File: src/rtl/mc_ctrl_fsm_if.sv
// Controller-side bundle of the multi-cycle CPU: instruction fields and
// handshakes coming in, datapath/register-file controls going out.
interface mc_ctrl_fsm_if #(
    parameter int CNT_W = 32
);
    logic [5:0]       opcode;
    logic [5:0]       funct;
    logic             zero;
    logic             mem_ready;
    logic             pc_en;
    logic             ir_wr;
    logic             i_or_d;
    logic             mem_rd;
    logic             mem_wr;
    logic             reg_wr;
    logic             reg_dst;
    logic             mem_to_reg;
    logic             alu_src_a;
    logic [1:0]       alu_src_b;
    logic [2:0]       alu_ctrl;
    logic [1:0]       pc_src;
    logic             illegal;
    logic [3:0]       state;
    logic [CNT_W-1:0] instr_cnt;

    // Controller (initiator) view
    modport master (
        input  opcode, funct, zero, mem_ready,
        output pc_en, ir_wr, i_or_d, mem_rd, mem_wr, reg_wr, reg_dst,
               mem_to_reg, alu_src_a, alu_src_b, alu_ctrl, pc_src,
               illegal, state, instr_cnt
    );

    // Datapath / register file view
    modport slave (
        output opcode, funct, zero, mem_ready,
        input  pc_en, ir_wr, i_or_d, mem_rd, mem_wr, reg_wr, reg_dst,
               mem_to_reg, alu_src_a, alu_src_b, alu_ctrl, pc_src,
               illegal, state, instr_cnt
    );
endinterface

File: src/rtl/mc_ctrl_fsm.sv
// Multi-cycle CPU main controller. Moore-decoded control outputs from the
// state register (pc_en/ir_wr additionally gated by mem_ready/zero) and a
// retired-instruction counter.
module mc_ctrl_fsm #(
    parameter int CNT_W = 32
) (
    input  logic                 clk,
    input  logic                 rst,
    mc_ctrl_fsm_if.master        ctrl_if
);

    typedef enum logic [3:0] {
        ST_INIT    = 4'd0,
        ST_FETCH   = 4'd1,
        ST_DECODE  = 4'd2,
        ST_MEMADR  = 4'd3,
        ST_MEMRD   = 4'd4,
        ST_MEMWB   = 4'd5,
        ST_MEMWR   = 4'd6,
        ST_EXEC    = 4'd7,
        ST_RWB     = 4'd8,
        ST_BRANCH  = 4'd9,
        ST_JUMP    = 4'd10,
        ST_ADDIEX  = 4'd11,
        ST_ADDIWB  = 4'd12,
        ST_ILLEGAL = 4'd13
    } state_t;

    localparam logic [5:0] OP_RTYPE = 6'b000000;
    localparam logic [5:0] OP_LW    = 6'b100011;
    localparam logic [5:0] OP_SW    = 6'b101011;
    localparam logic [5:0] OP_BEQ   = 6'b000100;
    localparam logic [5:0] OP_J     = 6'b000010;
    localparam logic [5:0] OP_ADDI  = 6'b001000;

    localparam logic [5:0] FN_ADD = 6'b100000;
    localparam logic [5:0] FN_SUB = 6'b100010;
    localparam logic [5:0] FN_AND = 6'b100100;
    localparam logic [5:0] FN_OR  = 6'b100101;
    localparam logic [5:0] FN_SLT = 6'b101010;

    localparam logic [2:0] ALU_ADD = 3'b010;
    localparam logic [2:0] ALU_SUB = 3'b110;
    localparam logic [2:0] ALU_AND = 3'b000;
    localparam logic [2:0] ALU_OR  = 3'b001;
    localparam logic [2:0] ALU_SLT = 3'b111;

    // True when funct names one of the supported R-type operations
    function automatic logic funct_legal(input logic [5:0] fn);
        logic ok;
        case (fn)
            FN_ADD, FN_SUB, FN_AND, FN_OR, FN_SLT: ok = 1'b1;
            default:                               ok = 1'b0;
        endcase
        return ok;
    endfunction

    // ALU operation for an R-type funct field
    function automatic logic [2:0] funct_to_alu(input logic [5:0] fn);
        logic [2:0] op;
        case (fn)
            FN_ADD:  op = ALU_ADD;
            FN_SUB:  op = ALU_SUB;
            FN_AND:  op = ALU_AND;
            FN_OR:   op = ALU_OR;
            FN_SLT:  op = ALU_SLT;
            default: op = ALU_ADD;
        endcase
        return op;
    endfunction

    state_t           state_q, state_d;
    logic [CNT_W-1:0] cnt_q, cnt_d;

    logic             pc_en_s, ir_wr_s, i_or_d_s, mem_rd_s, mem_wr_s;
    logic             reg_wr_s, reg_dst_s, mem_to_reg_s, alu_src_a_s;
    logic [1:0]       alu_src_b_s, pc_src_s;
    logic [2:0]       alu_ctrl_s;
    logic             illegal_s;
    logic             retire_s;

    // State and retired-instruction counter registers; reset overrides all
    always_ff @(posedge clk) begin
        if (rst) begin
            state_q <= ST_INIT;
            cnt_q   <= {CNT_W{1'b0}};
        end else begin
            state_q <= state_d;
            cnt_q   <= cnt_d;
        end
    end

    // Next-state, Moore output decode and retirement detection
    always_comb begin
        state_d      = state_q;
        pc_en_s      = 1'b0;
        ir_wr_s      = 1'b0;
        i_or_d_s     = 1'b0;
        mem_rd_s     = 1'b0;
        mem_wr_s     = 1'b0;
        reg_wr_s     = 1'b0;
        reg_dst_s    = 1'b0;
        mem_to_reg_s = 1'b0;
        alu_src_a_s  = 1'b0;
        alu_src_b_s  = 2'b00;
        alu_ctrl_s   = ALU_ADD;
        pc_src_s     = 2'b00;
        illegal_s    = 1'b0;
        retire_s     = 1'b0;

        case (state_q)
            ST_INIT: begin
                state_d = ST_FETCH;
            end
            ST_FETCH: begin
                mem_rd_s    = 1'b1;
                alu_src_b_s = 2'b01;
                ir_wr_s     = ctrl_if.mem_ready;
                pc_en_s     = ctrl_if.mem_ready;
                if (ctrl_if.mem_ready) begin
                    state_d = ST_DECODE;
                end else begin
                    state_d = ST_FETCH;
                end
            end
            ST_DECODE: begin
                alu_src_b_s = 2'b11;
                case (ctrl_if.opcode)
                    OP_RTYPE: begin
                        if (funct_legal(ctrl_if.funct)) begin
                            state_d = ST_EXEC;
                        end else begin
                            state_d = ST_ILLEGAL;
                        end
                    end
                    OP_LW, OP_SW: state_d = ST_MEMADR;
                    OP_BEQ:       state_d = ST_BRANCH;
                    OP_J:         state_d = ST_JUMP;
                    OP_ADDI:      state_d = ST_ADDIEX;
                    default:      state_d = ST_ILLEGAL;
                endcase
            end
            ST_MEMADR: begin
                alu_src_a_s = 1'b1;
                alu_src_b_s = 2'b10;
                if (ctrl_if.opcode == OP_LW) begin
                    state_d = ST_MEMRD;
                end else begin
                    state_d = ST_MEMWR;
                end
            end
            ST_MEMRD: begin
                mem_rd_s = 1'b1;
                i_or_d_s = 1'b1;
                if (ctrl_if.mem_ready) begin
                    state_d = ST_MEMWB;
                end else begin
                    state_d = ST_MEMRD;
                end
            end
            ST_MEMWB: begin
                reg_wr_s     = 1'b1;
                reg_dst_s    = 1'b1;
                mem_to_reg_s = 1'b1;
                state_d      = ST_FETCH;
                retire_s     = 1'b1;
            end
            ST_MEMWR: begin
                mem_wr_s = 1'b1;
                i_or_d_s = 1'b1;
                if (ctrl_if.mem_ready) begin
                    state_d  = ST_FETCH;
                    retire_s = 1'b1;
                end else begin
                    state_d  = ST_MEMWR;
                end
            end
            ST_EXEC: begin
                alu_src_a_s = 1'b1;
                alu_ctrl_s  = funct_to_alu(ctrl_if.funct);
                state_d     = ST_RWB;
            end
            ST_RWB: begin
                reg_wr_s = 1'b1;
                state_d  = ST_FETCH;
                retire_s = 1'b1;
            end
            ST_BRANCH: begin
                alu_src_a_s = 1'b1;
                alu_ctrl_s  = ALU_SUB;
                pc_src_s    = 2'b01;
                pc_en_s     = ctrl_if.zero;
                state_d     = ST_FETCH;
                retire_s    = 1'b1;
            end
            ST_JUMP: begin
                pc_src_s = 2'b10;
                pc_en_s  = 1'b1;
                state_d  = ST_FETCH;
                retire_s = 1'b1;
            end
            ST_ADDIEX: begin
                alu_src_a_s = 1'b1;
                alu_src_b_s = 2'b10;
                state_d     = ST_ADDIWB;
            end
            ST_ADDIWB: begin
                reg_wr_s  = 1'b1;
                reg_dst_s = 1'b1;
                state_d   = ST_FETCH;
                retire_s  = 1'b1;
            end
            ST_ILLEGAL: begin
                illegal_s = 1'b1;
                state_d   = ST_ILLEGAL;
            end
            default: begin
                state_d = ST_INIT;
            end
        endcase
    end

    // Counter next value; wraps naturally at 2^CNT_W
    always_comb begin
        if (retire_s) begin
            cnt_d = cnt_q + {{(CNT_W-1){1'b0}}, 1'b1};
        end else begin
            cnt_d = cnt_q;
        end
    end

    assign ctrl_if.pc_en      = pc_en_s;
    assign ctrl_if.ir_wr      = ir_wr_s;
    assign ctrl_if.i_or_d     = i_or_d_s;
    assign ctrl_if.mem_rd     = mem_rd_s;
    assign ctrl_if.mem_wr     = mem_wr_s;
    assign ctrl_if.reg_wr     = reg_wr_s;
    assign ctrl_if.reg_dst    = reg_dst_s;
    assign ctrl_if.mem_to_reg = mem_to_reg_s;
    assign ctrl_if.alu_src_a  = alu_src_a_s;
    assign ctrl_if.alu_src_b  = alu_src_b_s;
    assign ctrl_if.alu_ctrl   = alu_ctrl_s;
    assign ctrl_if.pc_src     = pc_src_s;
    assign ctrl_if.illegal    = illegal_s;
    assign ctrl_if.state      = state_q;
    assign ctrl_if.instr_cnt  = cnt_q;

endmodule
File: src/flat_wrapper.sv
// flat-port wrapper written by rule: the top's interface ports become plain ports
module mc_ctrl_fsm_flat 
#(
    parameter int CNT_W = 32
)
  (clk, rst, ctrl_if_opcode, ctrl_if_funct, ctrl_if_zero, ctrl_if_mem_ready, ctrl_if_pc_en, ctrl_if_ir_wr, ctrl_if_i_or_d, ctrl_if_mem_rd, ctrl_if_mem_wr, ctrl_if_reg_wr, ctrl_if_reg_dst, ctrl_if_mem_to_reg, ctrl_if_alu_src_a, ctrl_if_alu_src_b, ctrl_if_alu_ctrl, ctrl_if_pc_src, ctrl_if_illegal, ctrl_if_state, ctrl_if_instr_cnt);
  mc_ctrl_fsm_if #(.CNT_W(CNT_W)) ctrl_if_i ();
  input  logic clk;
  input  logic rst;
  input wire logic [$bits(ctrl_if_i.opcode)-1:0] ctrl_if_opcode;
  input wire logic [$bits(ctrl_if_i.funct)-1:0] ctrl_if_funct;
  input wire logic [$bits(ctrl_if_i.zero)-1:0] ctrl_if_zero;
  input wire logic [$bits(ctrl_if_i.mem_ready)-1:0] ctrl_if_mem_ready;
  output wire logic [$bits(ctrl_if_i.pc_en)-1:0] ctrl_if_pc_en;
  output wire logic [$bits(ctrl_if_i.ir_wr)-1:0] ctrl_if_ir_wr;
  output wire logic [$bits(ctrl_if_i.i_or_d)-1:0] ctrl_if_i_or_d;
  output wire logic [$bits(ctrl_if_i.mem_rd)-1:0] ctrl_if_mem_rd;
  output wire logic [$bits(ctrl_if_i.mem_wr)-1:0] ctrl_if_mem_wr;
  output wire logic [$bits(ctrl_if_i.reg_wr)-1:0] ctrl_if_reg_wr;
  output wire logic [$bits(ctrl_if_i.reg_dst)-1:0] ctrl_if_reg_dst;
  output wire logic [$bits(ctrl_if_i.mem_to_reg)-1:0] ctrl_if_mem_to_reg;
  output wire logic [$bits(ctrl_if_i.alu_src_a)-1:0] ctrl_if_alu_src_a;
  output wire logic [$bits(ctrl_if_i.alu_src_b)-1:0] ctrl_if_alu_src_b;
  output wire logic [$bits(ctrl_if_i.alu_ctrl)-1:0] ctrl_if_alu_ctrl;
  output wire logic [$bits(ctrl_if_i.pc_src)-1:0] ctrl_if_pc_src;
  output wire logic [$bits(ctrl_if_i.illegal)-1:0] ctrl_if_illegal;
  output wire logic [$bits(ctrl_if_i.state)-1:0] ctrl_if_state;
  output wire logic [$bits(ctrl_if_i.instr_cnt)-1:0] ctrl_if_instr_cnt;
  assign ctrl_if_i.opcode = ctrl_if_opcode;
  assign ctrl_if_i.funct = ctrl_if_funct;
  assign ctrl_if_i.zero = ctrl_if_zero;
  assign ctrl_if_i.mem_ready = ctrl_if_mem_ready;
  assign ctrl_if_pc_en = ctrl_if_i.pc_en;
  assign ctrl_if_ir_wr = ctrl_if_i.ir_wr;
  assign ctrl_if_i_or_d = ctrl_if_i.i_or_d;
  assign ctrl_if_mem_rd = ctrl_if_i.mem_rd;
  assign ctrl_if_mem_wr = ctrl_if_i.mem_wr;
  assign ctrl_if_reg_wr = ctrl_if_i.reg_wr;
  assign ctrl_if_reg_dst = ctrl_if_i.reg_dst;
  assign ctrl_if_mem_to_reg = ctrl_if_i.mem_to_reg;
  assign ctrl_if_alu_src_a = ctrl_if_i.alu_src_a;
  assign ctrl_if_alu_src_b = ctrl_if_i.alu_src_b;
  assign ctrl_if_alu_ctrl = ctrl_if_i.alu_ctrl;
  assign ctrl_if_pc_src = ctrl_if_i.pc_src;
  assign ctrl_if_illegal = ctrl_if_i.illegal;
  assign ctrl_if_state = ctrl_if_i.state;
  assign ctrl_if_instr_cnt = ctrl_if_i.instr_cnt;
  mc_ctrl_fsm #(.CNT_W(CNT_W)) u_core (.clk(clk), .rst(rst), .ctrl_if(ctrl_if_i));
endmodule
File: config.mk
export PLATFORM = sky130hd
export DESIGN_NAME = mc_ctrl_fsm_flat
export DESIGN_NICKNAME = d
export VERILOG_FILES = /design/src/rtl/mc_ctrl_fsm_if.sv /design/src/rtl/mc_ctrl_fsm.sv /design/src/flat_wrapper.sv
export SDC_FILE = /design/constraint.sdc
export NUM_CORES = 1
export LEC_CHECK = 0
export CAP_MARGIN = 0
export CORE_MARGIN = 3
export CORE_UTILIZATION = 30
export DETAILED_ROUTE_END_ITERATION = 8
export HOLD_SLACK_MARGIN = 0.06
export PLACE_DENSITY = 0.67
export RECOVER_POWER = 50
export SLEW_MARGIN = 20
export SYNTH_ARGS = -nofsm -noshare
export SYNTH_HDL_FRONTEND = slang
export SYNTH_SLANG_ARGS = --single-unit
File: constraint.sdc
create_clock -name clk -period 2 [get_ports clk]
set_input_delay 0.6 -clock clk [delete_from_list [all_inputs] [get_ports clk]]
set_output_delay 0.6 -clock clk [all_outputs]
set_load 0.1 [all_outputs]
---- After elaboration in Yosys (flattened, before gate mapping) ----
Index checks and enable logic that the tools add are counted.
W data, S select, Z words.
word-level totals
  register bits ........................... 36
cells by class
  add/sub/neg operators ................... 1
  equality and inequality tests ........... 23
  multiplexer cells ....................... 26
  reduce and logical (&&, ||, !) cells .... 12
operator list
  operator                 count
  $eq A6 B6 Y1 const B     7
  $pmux W4 S9              1
  $add A32 B1 Y32 const B  1
  $eq A4 B4 Y1 const B     6
  $pmux W4 S5              1
  $eq A4 B3 Y1 const B     4
  $mux W1                  14
  $pmux W3 S4              1
  $reduce_or A2 Y1         5
  $reduce_or A5 Y1         2
  $eq A4 B2 Y1 const B     2
  $eq A6 B2 Y1 const B     1
  $eq A6 B3 Y1 const B     1
  $eq A6 B4 Y1 const B     1
  $logic_not A6 Y1         1
  $pmux W2 S3              1
  $pmux W3 S2              1
  $reduce_or A6 Y1         1
  $eq A4 B1 Y1 const B     1
  $logic_not A4 Y1         1
  $mux W2                  2
  $mux W4                  1
  $pmux W2 S2              1
  $reduce_or A4 Y1         1
  other kinds (4)          4

---- Longest topological paths before layout ----
Gate-level depths: netlist of run 1.
  word-level depth ........................ 8
  gate-level depth with buffers ........... 8

---- Least setup slack after synthesis of run 1 ----
No wires, ideal clock.
  kind .................................... flip-flop to output port
  start ................................... register u_core.state_q[0], in the netlist u_core.ctrl_if.state[0]
  end ..................................... output ctrl_if_pc_en
  data arrival time ....................... 5.032 ns
  data required time ...................... 1.400 ns
  setup slack ............................. -3.632 ns
  cell stages (with the launch flop) ...... 5
  buffers on the path ..................... 1
  cell sequence ........................... dfxtp_1 nand2b_1 clkbuf_1 nor4_1 a211o_1
between the ends
  word-level cells in the longest chain between the ends .. 2
  elaborated cells between the ends (all ways) .. 4
RTL lines
  item                                          RTL line            source
  start: declaration                            mc_ctrl_fsm.sv:72   state_t state_q, state_d;
  start signal: assignment                      mc_ctrl_fsm.sv:88   state_q <= state_d;
  $eq A4 B4 Y1 or $eq A4 B1 Y1 (tied branches)  mc_ctrl_fsm.sv:111  case (state_q)
  $pmux W1 S3 (*)                               mc_ctrl_fsm.sv:111
  end: declaration                              flat_wrapper.sv:14  output wire logic [$bits(ctrl_if_i.pc_en)-1:0] ctrl_if_pc_en;
Every way passes the cells marked *; elsewhere a longest branch is shown, timed or not.

---- Worst setup path after layout of run 1 ----
  start ................................... input ctrl_if_funct[2]
  end ..................................... output ctrl_if_alu_ctrl[2]
between the ends
  word-level cells in the longest chain between the ends .. 3
  elaborated cells between the ends (all ways) .. 6
RTL lines
  item                RTL line            source
  start: declaration  flat_wrapper.sv:11  input wire logic [$bits(ctrl_if_i.funct)-1:0] ctrl_if_funct;
  $eq A6 B6 Y1        mc_ctrl_fsm.sv:61   case (fn)
  $pmux W3 S4 (*)     mc_ctrl_fsm.sv:61
  $pmux W3 S2 (*)     mc_ctrl_fsm.sv:111
  end: declaration    flat_wrapper.sv:24  output wire logic [$bits(ctrl_if_i.alu_ctrl)-1:0] ctrl_if_alu_ctrl;
Marks and branches as above.

==> impl_metrics.toml, run 1 <==
[timing]
skew_ns = 0.002477
rsz0062_at_grt = "true"
setup_viol = 20
hold_viol = 0
layout_min_cycle_time_ns = 2.177
slew_headroom_pct = 63.63
fin_ws_ns = -0.1768
finalCritPeriodShare_pct = 108.8
worst_slew_pin_slew_ns = 0.5478
drv_slew = 0
tns_ns = -1.400
fmax_ghz = 0.4594

[placement]
post-dp-hpwl_mm = 5.759
dpl_cell_area_um2 = 4249
dpl.cell_count = 492
place.port_buffers = 68
routabilityCongestion = 0.8739

[job]
maxCapViolations = 0

[worst_setup_path]
required_ns = 1.40
path_max_fanout = 3
end_kind = "primary output"
path_class = "primary input to primary output"
cp.arrival_ns = 1.58
start_kind = "primary input"
reg2regPathDepth = 6

[cells_and_area]
final_cell_mix = "buf_4 (70), buf_12 (33), nor2_1 (21)"
fill_cells = 503
fin_cells = 530
stdcell_area_um2 = 4607
layout_commonest_cell = "buf_4"
multiInputGateArea_um2 = 1874
syn_to_final_growth_pct = 111.1
seq_area_um2 = 792.0
drive_above_1_share_pct = 60.14
finalCoreUtilization_pct = 66.70
final_nets = 450
antenna_cells = 0

[synthesis]
avgSynthCellArea_um2 = 7.765
ys_async_sr_fraction_pct = 0
synthesis.nets = 298
yosysUniqueCellTypes = 52
synth_mux_area_share_pct = 0.4587
synth_ff_type = "dfxtp_1"
synthesis.area_um2 = 2182
synthAdderAreaFrac_pct = 1.032
postSynthCellCount = 281
synth_top_family_by_area = "simple AND/OR/NAND/NOR gates"
synth_compound_area_share_pct = 24.08
ys_seq_area_share_pct = 33.03
ys_warn_count = 0
synth_edf_count = 0
synth-simple-area-share_pct = 29.42
yosys.area_share.xor_xnor_pct = 7.225
ys_ff_latch = 36

[clock_network]
cts_root_buf = "clkbuf_8"
clock_latency_ns = 0.30
cts_tree = "done"
clock_sinks = 36
path_clk_slew_ns = 0.08
htree_levels = 2
cts_made_buffers = 5
cts_buffer_depth = 2

[worst_hold_path]
hp-class = "register to register"
holdPathStages = 2

[status]
violations = "setup timing"
outcome = "complete, but fails checks"

[floorplan]
coreArea_um2 = 6907
num_rows = 30
fp.dieH_um = 91.29
die_area_um2 = 8333
io_pins = 69
start_util_pct = 31.59
die_x_um = 91.29

[global_routing]
grt_pass1_vias = 2827
use_met1_pct = 25.61
grt-ovfl-total = 0
grt_max_degree = 33
grt.total_usage_pct = 20.23
grt.busiest_layer = "met2"
grt_pass1_wl_mm = 13.83
antenna_found_initial = 0
use_met3_pct = 2.983
grtUsageMet2_pct = 35.44

[drt]
wl_mm = 9.316
first_pass_iters = 4
detail_route.vias_per_cell = 5.458
dr.first_iter.drc_count = 216
vias = 2893
ant_nets = 0
routedWlPerCell_um = 17.58
drc_errors = 0

[power]
p_leak_nw = 1.696
power_density_nw_per_um2 = 600.4
total_power_w = 0.002766
ir_worst_vdd_v = 0.0004370
[stage by stage]
stage               hold slack [ns]  worst slack [ns]
floorplan                    0.6149           -0.9767
global placement             0.4867           -0.6035
detailed placement           0.4900           -0.6652
CTS                          0.4960           -0.1734
global route                 0.5134           -0.2210
finish                       0.5009           -0.1768
[cell type report]
| cell class | instances | area share [%] |
|---|---|---|
| multi-input cells | 220 | 40.68 |
| repair buffers | 161 | 36.39 |
| flip-flops and latches | 36 | 17.19 |
| well taps | 96 | 2.607 |
| clock buffers | 7 | 2.118 |
| inverters | 9 | 0.8963 |
| clock inverters | 1 | 0.1086 |
[metal layers]
metal  vias up  share of wire, %
li1       1368                 -
met1      1412                41
met2        98                52
met3        15               5.0
met4         0               1.6
met5         -                 0
[critical path: stages]
cell and delay [ns]:
buf_6 0.09, or3b_4 0.39, buf_4 0.15, o22ai_4 0.14
buf_12 0.19
[timing repair]
action                     CTS  global route
gates resized for setup     66            46
setup endpoints to repair   38            33
pin swaps                   22            26
setup buffers               18            13
hold buffers                 0             0
gates cloned                 0             1
[report_power, final]
part	leakage, nW	total, W	switching (W)	internal, W
Combinational	1.33	0.00140	0.000831	0.000572
Clock	0.0534	0.000607	0.000287	0.000320
Sequential	0.308	0.000756	0.0000314	0.000724
[registers in the layout (all words and copies together), names as in the netlist]
name                      count
u_core.ctrl_if.state          4
u_core.ctrl_if.instr_cnt     32
[cells by family after synthesis]
group | count (synthesis)
DFF | 36
AOI/OAI and AO/OA | 80
adders and majority gates | 2
muxes | 1
and+or+nand+nor | 118
buffers and inverters | 26
xor gates and xnor gates | 18
[synthesized netlist by cell type (4+ instances only)]
| master | n | share of area, % |
|---|---|---|
| a2111oi_0 | 4 | 1.6 |
| o31ai_1 | 7 | 2.4 |
| nand2_1 | 16 | 2.8 |
| nand4_1 | 4 | 1.1 |
| clkbuf_1 | 10 | 1.7 |
| or4_1 | 5 | 1.7 |
| buf_2 | 5 | 1.1 |
| dfxtp_1 | 36 | 33 |
| nand3_1 | 13 | 3.0 |
| nor2_1 | 31 | 5.3 |
| o2111ai_1 | 10 | 4.0 |
| nand2b_1 | 5 | 1.4 |
| nor3_1 | 9 | 2.1 |
| or3_1 | 10 | 2.9 |
| xnor2_1 | 6 | 2.4 |
| inv_1 | 9 | 1.5 |
| o21ai_0 | 16 | 3.7 |
| a21oi_1 | 25 | 5.7 |
| xor2_1 | 12 | 4.8 |
[worst paths after layout]
check,start,to,slack [ns]
worst max-delay path,ctrl_if_funct[2],ctrl_if_alu_ctrl[2],-0.18
worst min-delay path,u_core.ctrl_if.instr_cnt[1]$_SDFFE_PP0P_,u_core.ctrl_if.instr_cnt[1]$_SDFFE_PP0P_,0.50
worst max register to register,u_core.ctrl_if.instr_cnt[6]$_SDFFE_PP0P_,u_core.ctrl_if.instr_cnt[18]$_SDFFE_PP0P_,-0.09
worst min register to register,u_core.ctrl_if.instr_cnt[1]$_SDFFE_PP0P_,u_core.ctrl_if.instr_cnt[1]$_SDFFE_PP0P_,0.50
No activity file was read; power rests on OpenSTA's default activity.
==> inputs of run 2 (changes only) <==
--- a/config.mk
+++ b/config.mk
@@ -10,9 +10,8 @@
 export CORE_UTILIZATION = 30
 export DETAILED_ROUTE_END_ITERATION = 8
 export HOLD_SLACK_MARGIN = 0.06
-export PLACE_DENSITY = 0.67
+export PLACE_DENSITY = 0.65
 export RECOVER_POWER = 50
-export SLEW_MARGIN = 20
 export SYNTH_ARGS = -nofsm -noshare
 export SYNTH_HDL_FRONTEND = slang
 export SYNTH_SLANG_ARGS = --single-unit
==> constraint.sdc (replaced) <==
create_clock -name clk -period 2.5 [get_ports clk]
set_input_delay 0.75 -clock clk [delete_from_list [all_inputs] [get_ports clk]]
set_output_delay 0.75 -clock clk [all_outputs]
set_load 0.1 [all_outputs]
==> run 2 against run 1 <==
  * The flow still finishes with violations (setup timing)
  * Die area unchanged
  * Final area is 24% lower
  * Worst setup slack improved by 0.17 ns
  * Core utilization is 16 points lower
  * Clock-buffer cell count stayed put
  * Clock skew down 0.0012 ns
  * Global-route usage shrank 4.2 points
  * Largest cell class unchanged
  * Via count down 14%
  * Register-to-register slack improved by 0.39 ns
  * Sequential power down 15%
  * First-iteration DRC count is 41% lower
  * Sequential share of layout area up 4.3 points
==> impl_metrics.toml, run 2 (synthesized netlist as in run 1, its figures left out) <==
[status]
outcome = "complete, but fails checks"
violations = "setup timing"

[power]
power_density_nw_per_um2 = 537.8
p_leak_nw = 1.239
ir_worst_vdd_v = 0.0002690

[placement]
place.port_buffers = 68
routabilityCongestion = 0.8416
dpl.cell_count = 458
pre_cts_ws_ns = -0.3998
post-dp-hpwl_mm = 5.109

[cells_and_area]
multiInputGateArea_um2 = 1555
fill_cells = 691
antenna_cells = 0
seq_area_um2 = 754.5
largest_reg_flops = 32
layout_commonest_cell = "buf_4"
finalCoreUtilization_pct = 50.74
fin_cells = 468
drive_above_1_share_pct = 41.40
syn_to_final_growth_pct = 60.61
final_nets = 389
final_cell_mix = "buf_4 (43), clkbuf_2 (25), a21oi_1 (24)"

[clock_network]
cts_buffer_depth = 2
cts_root_buf = "clkbuf_8"
htree_levels = 2
clock_sinks = 36
cts_made_buffers = 5
cts_tree = "done"
path_clk_slew_ns = 0.07
hold_buffers = 0
clock_latency_ns = 0.27

[timing]
whs_ns = 0.4822
rsz0062_at_grt = "true"
hold_viol = 0
drv_slew = 0
finalCritPeriodShare_pct = 100.2
tns_ns = -0.004545
fmax_ghz = 0.3993
layout_min_cycle_time_ns = 2.505
slew_headroom_pct = 62.20
fin_ws_ns = -0.004545
skew_ns = 0.001287
worst_slew_pin_slew_ns = 0.5694
setup_viol = 1

[floorplan]
coreArea_um2 = 6907
io_pins = 69
die_x_um = 91.29
fp.dieH_um = 91.29
die_area_um2 = 8333
num_rows = 30
start_util_pct = 31.59

[worst_setup_path]
r2r_start = "u_core.ctrl_if.state[1]$_SDFF_PP0_"
r2r-end = "u_core.ctrl_if.instr_cnt[23]$_SDFFE_PP0P_"
end_kind = "primary output"
cpLargestDelayFamily = "simple AND/OR/NAND/NOR gates"
critPathBufInv = 2
worstPathCellList = "buf_6, or3b_4, o2bb2a_4, nor2_4, buf_12"
start_kind = "primary input"
required_ns = 1.75
critPathLaunch = "ctrl_if_funct[0]"
cp-endpoint = "ctrl_if_alu_ctrl[0]"
worst-r2r-setup-slack_ns = 0.30
crit_slowest_cell = "or3b_4"
cp.arrival_ns = 1.75
max_stage_delay_ns = 0.39
reg2regPathDepth = 7
path_max_fanout = 2
path_class = "primary input to primary output"
cp.depth = 5

[global_routing]
grt_pass1_vias = 2389
grt_max_degree = 33
grt_pass1_wl_mm = 11.40
grt.total_usage_pct = 16.02
antenna_found_initial = 0
grt-ovfl-total = 0

[drt]
routedWlPerCell_um = 14.12
dr.first_iter.drc_count = 128
vias = 2476
ant_nets = 0
wl_mm = 6.607
first_pass_iters = 4
detail_route.vias_per_cell = 5.291
drc_errors = 0

[job]
maxCapViolations = 0

[worst_hold_path]
hp-class = "register to register"
run 2: where the power goes:
group | leakage (nW) | total (W) | switching, W | internal, W
Sequential | 0.301 | 0.000642 | 0.0000506 | 0.000591
Combinational | 0.888 | 0.000801 | 0.000526 | 0.000274
Clock | 0.0503 | 0.000442 | 0.000197 | 0.000246
run 2: repair_timing:
action / 4_1_cts / 5_1_grt
setup buffers: 0 / 3
gates cloned: 0 / 0
pin swaps: 5 / 4
endpoints found under the setup margin: 5 / 4
resized for setup: 27 / 2
run 2: metrics by stage:
step	area, um^2	power [W]
floorplan	2409	0.001198
global placement	3417	0.001440
detailed placement	3417	0.001442
CTS	3533	0.001887
global route	3505	0.001966
finish	3505	0.001885
run 2: cell type report:
class	instances	share of cell area, %
inverters	9	0.9639
repair buffers	101	26.95
flip-flops and latches	36	21.53
clock buffers	7	2.749
well taps	96	3.427
multi-input cells	219	44.38
run 2: per-layer routing:
layer	vias up	share of wire (%)	GRT usage, %	routed length [um]
li1	1233	-	-	-
met1	1178	46	21.39	3040
met2	61	49	26.67	3223
met3	4	4.5	2.983	299
met4	0	0.67	3.769	44
met5	-	0	0	0
run 2: worst min-delay path by stage:
| stage | start | end | slack (ns) | depth (start not counted) |
|---|---|---|---|---|
| final | u_core.ctrl_if.instr_cnt[31]$_SDFFE_PP0P_ | u_core.ctrl_if.instr_cnt[31]$_SDFFE_PP0P_ | 0.48 | 2 |
| after global routing | u_core.ctrl_if.instr_cnt[1]$_SDFFE_PP0P_ | u_core.ctrl_if.instr_cnt[1]$_SDFFE_PP0P_ | 0.52 | 2 |
| after CTS | u_core.ctrl_if.instr_cnt[31]$_SDFFE_PP0P_ | u_core.ctrl_if.instr_cnt[31]$_SDFFE_PP0P_ | 0.48 | 2 |
| after detailed placement | u_core.ctrl_if.instr_cnt[31]$_SDFFE_PP0P_ | u_core.ctrl_if.instr_cnt[31]$_SDFFE_PP0P_ | 0.47 | 2 |
| after global placement | u_core.ctrl_if.instr_cnt[31]$_SDFFE_PP0P_ | u_core.ctrl_if.instr_cnt[31]$_SDFFE_PP0P_ | 0.47 | 2 |
| after floorplan | u_core.ctrl_if.instr_cnt[1]$_SDFFE_PP0P_ | u_core.ctrl_if.instr_cnt[1]$_SDFFE_PP0P_ | 0.69 | 2 |
run 2: worst reg2reg max path: cells and delay by family (launching register included):
| kind | cells | cell delay (ns) |
|---|---|---|
| AOI/OAI and AO/OA | 3 | 0.49 |
| buffers and inverters | 2 | 0.39 |
| DFF | 1 | 0.43 |
| and+or+nand+nor | 2 | 0.82 |
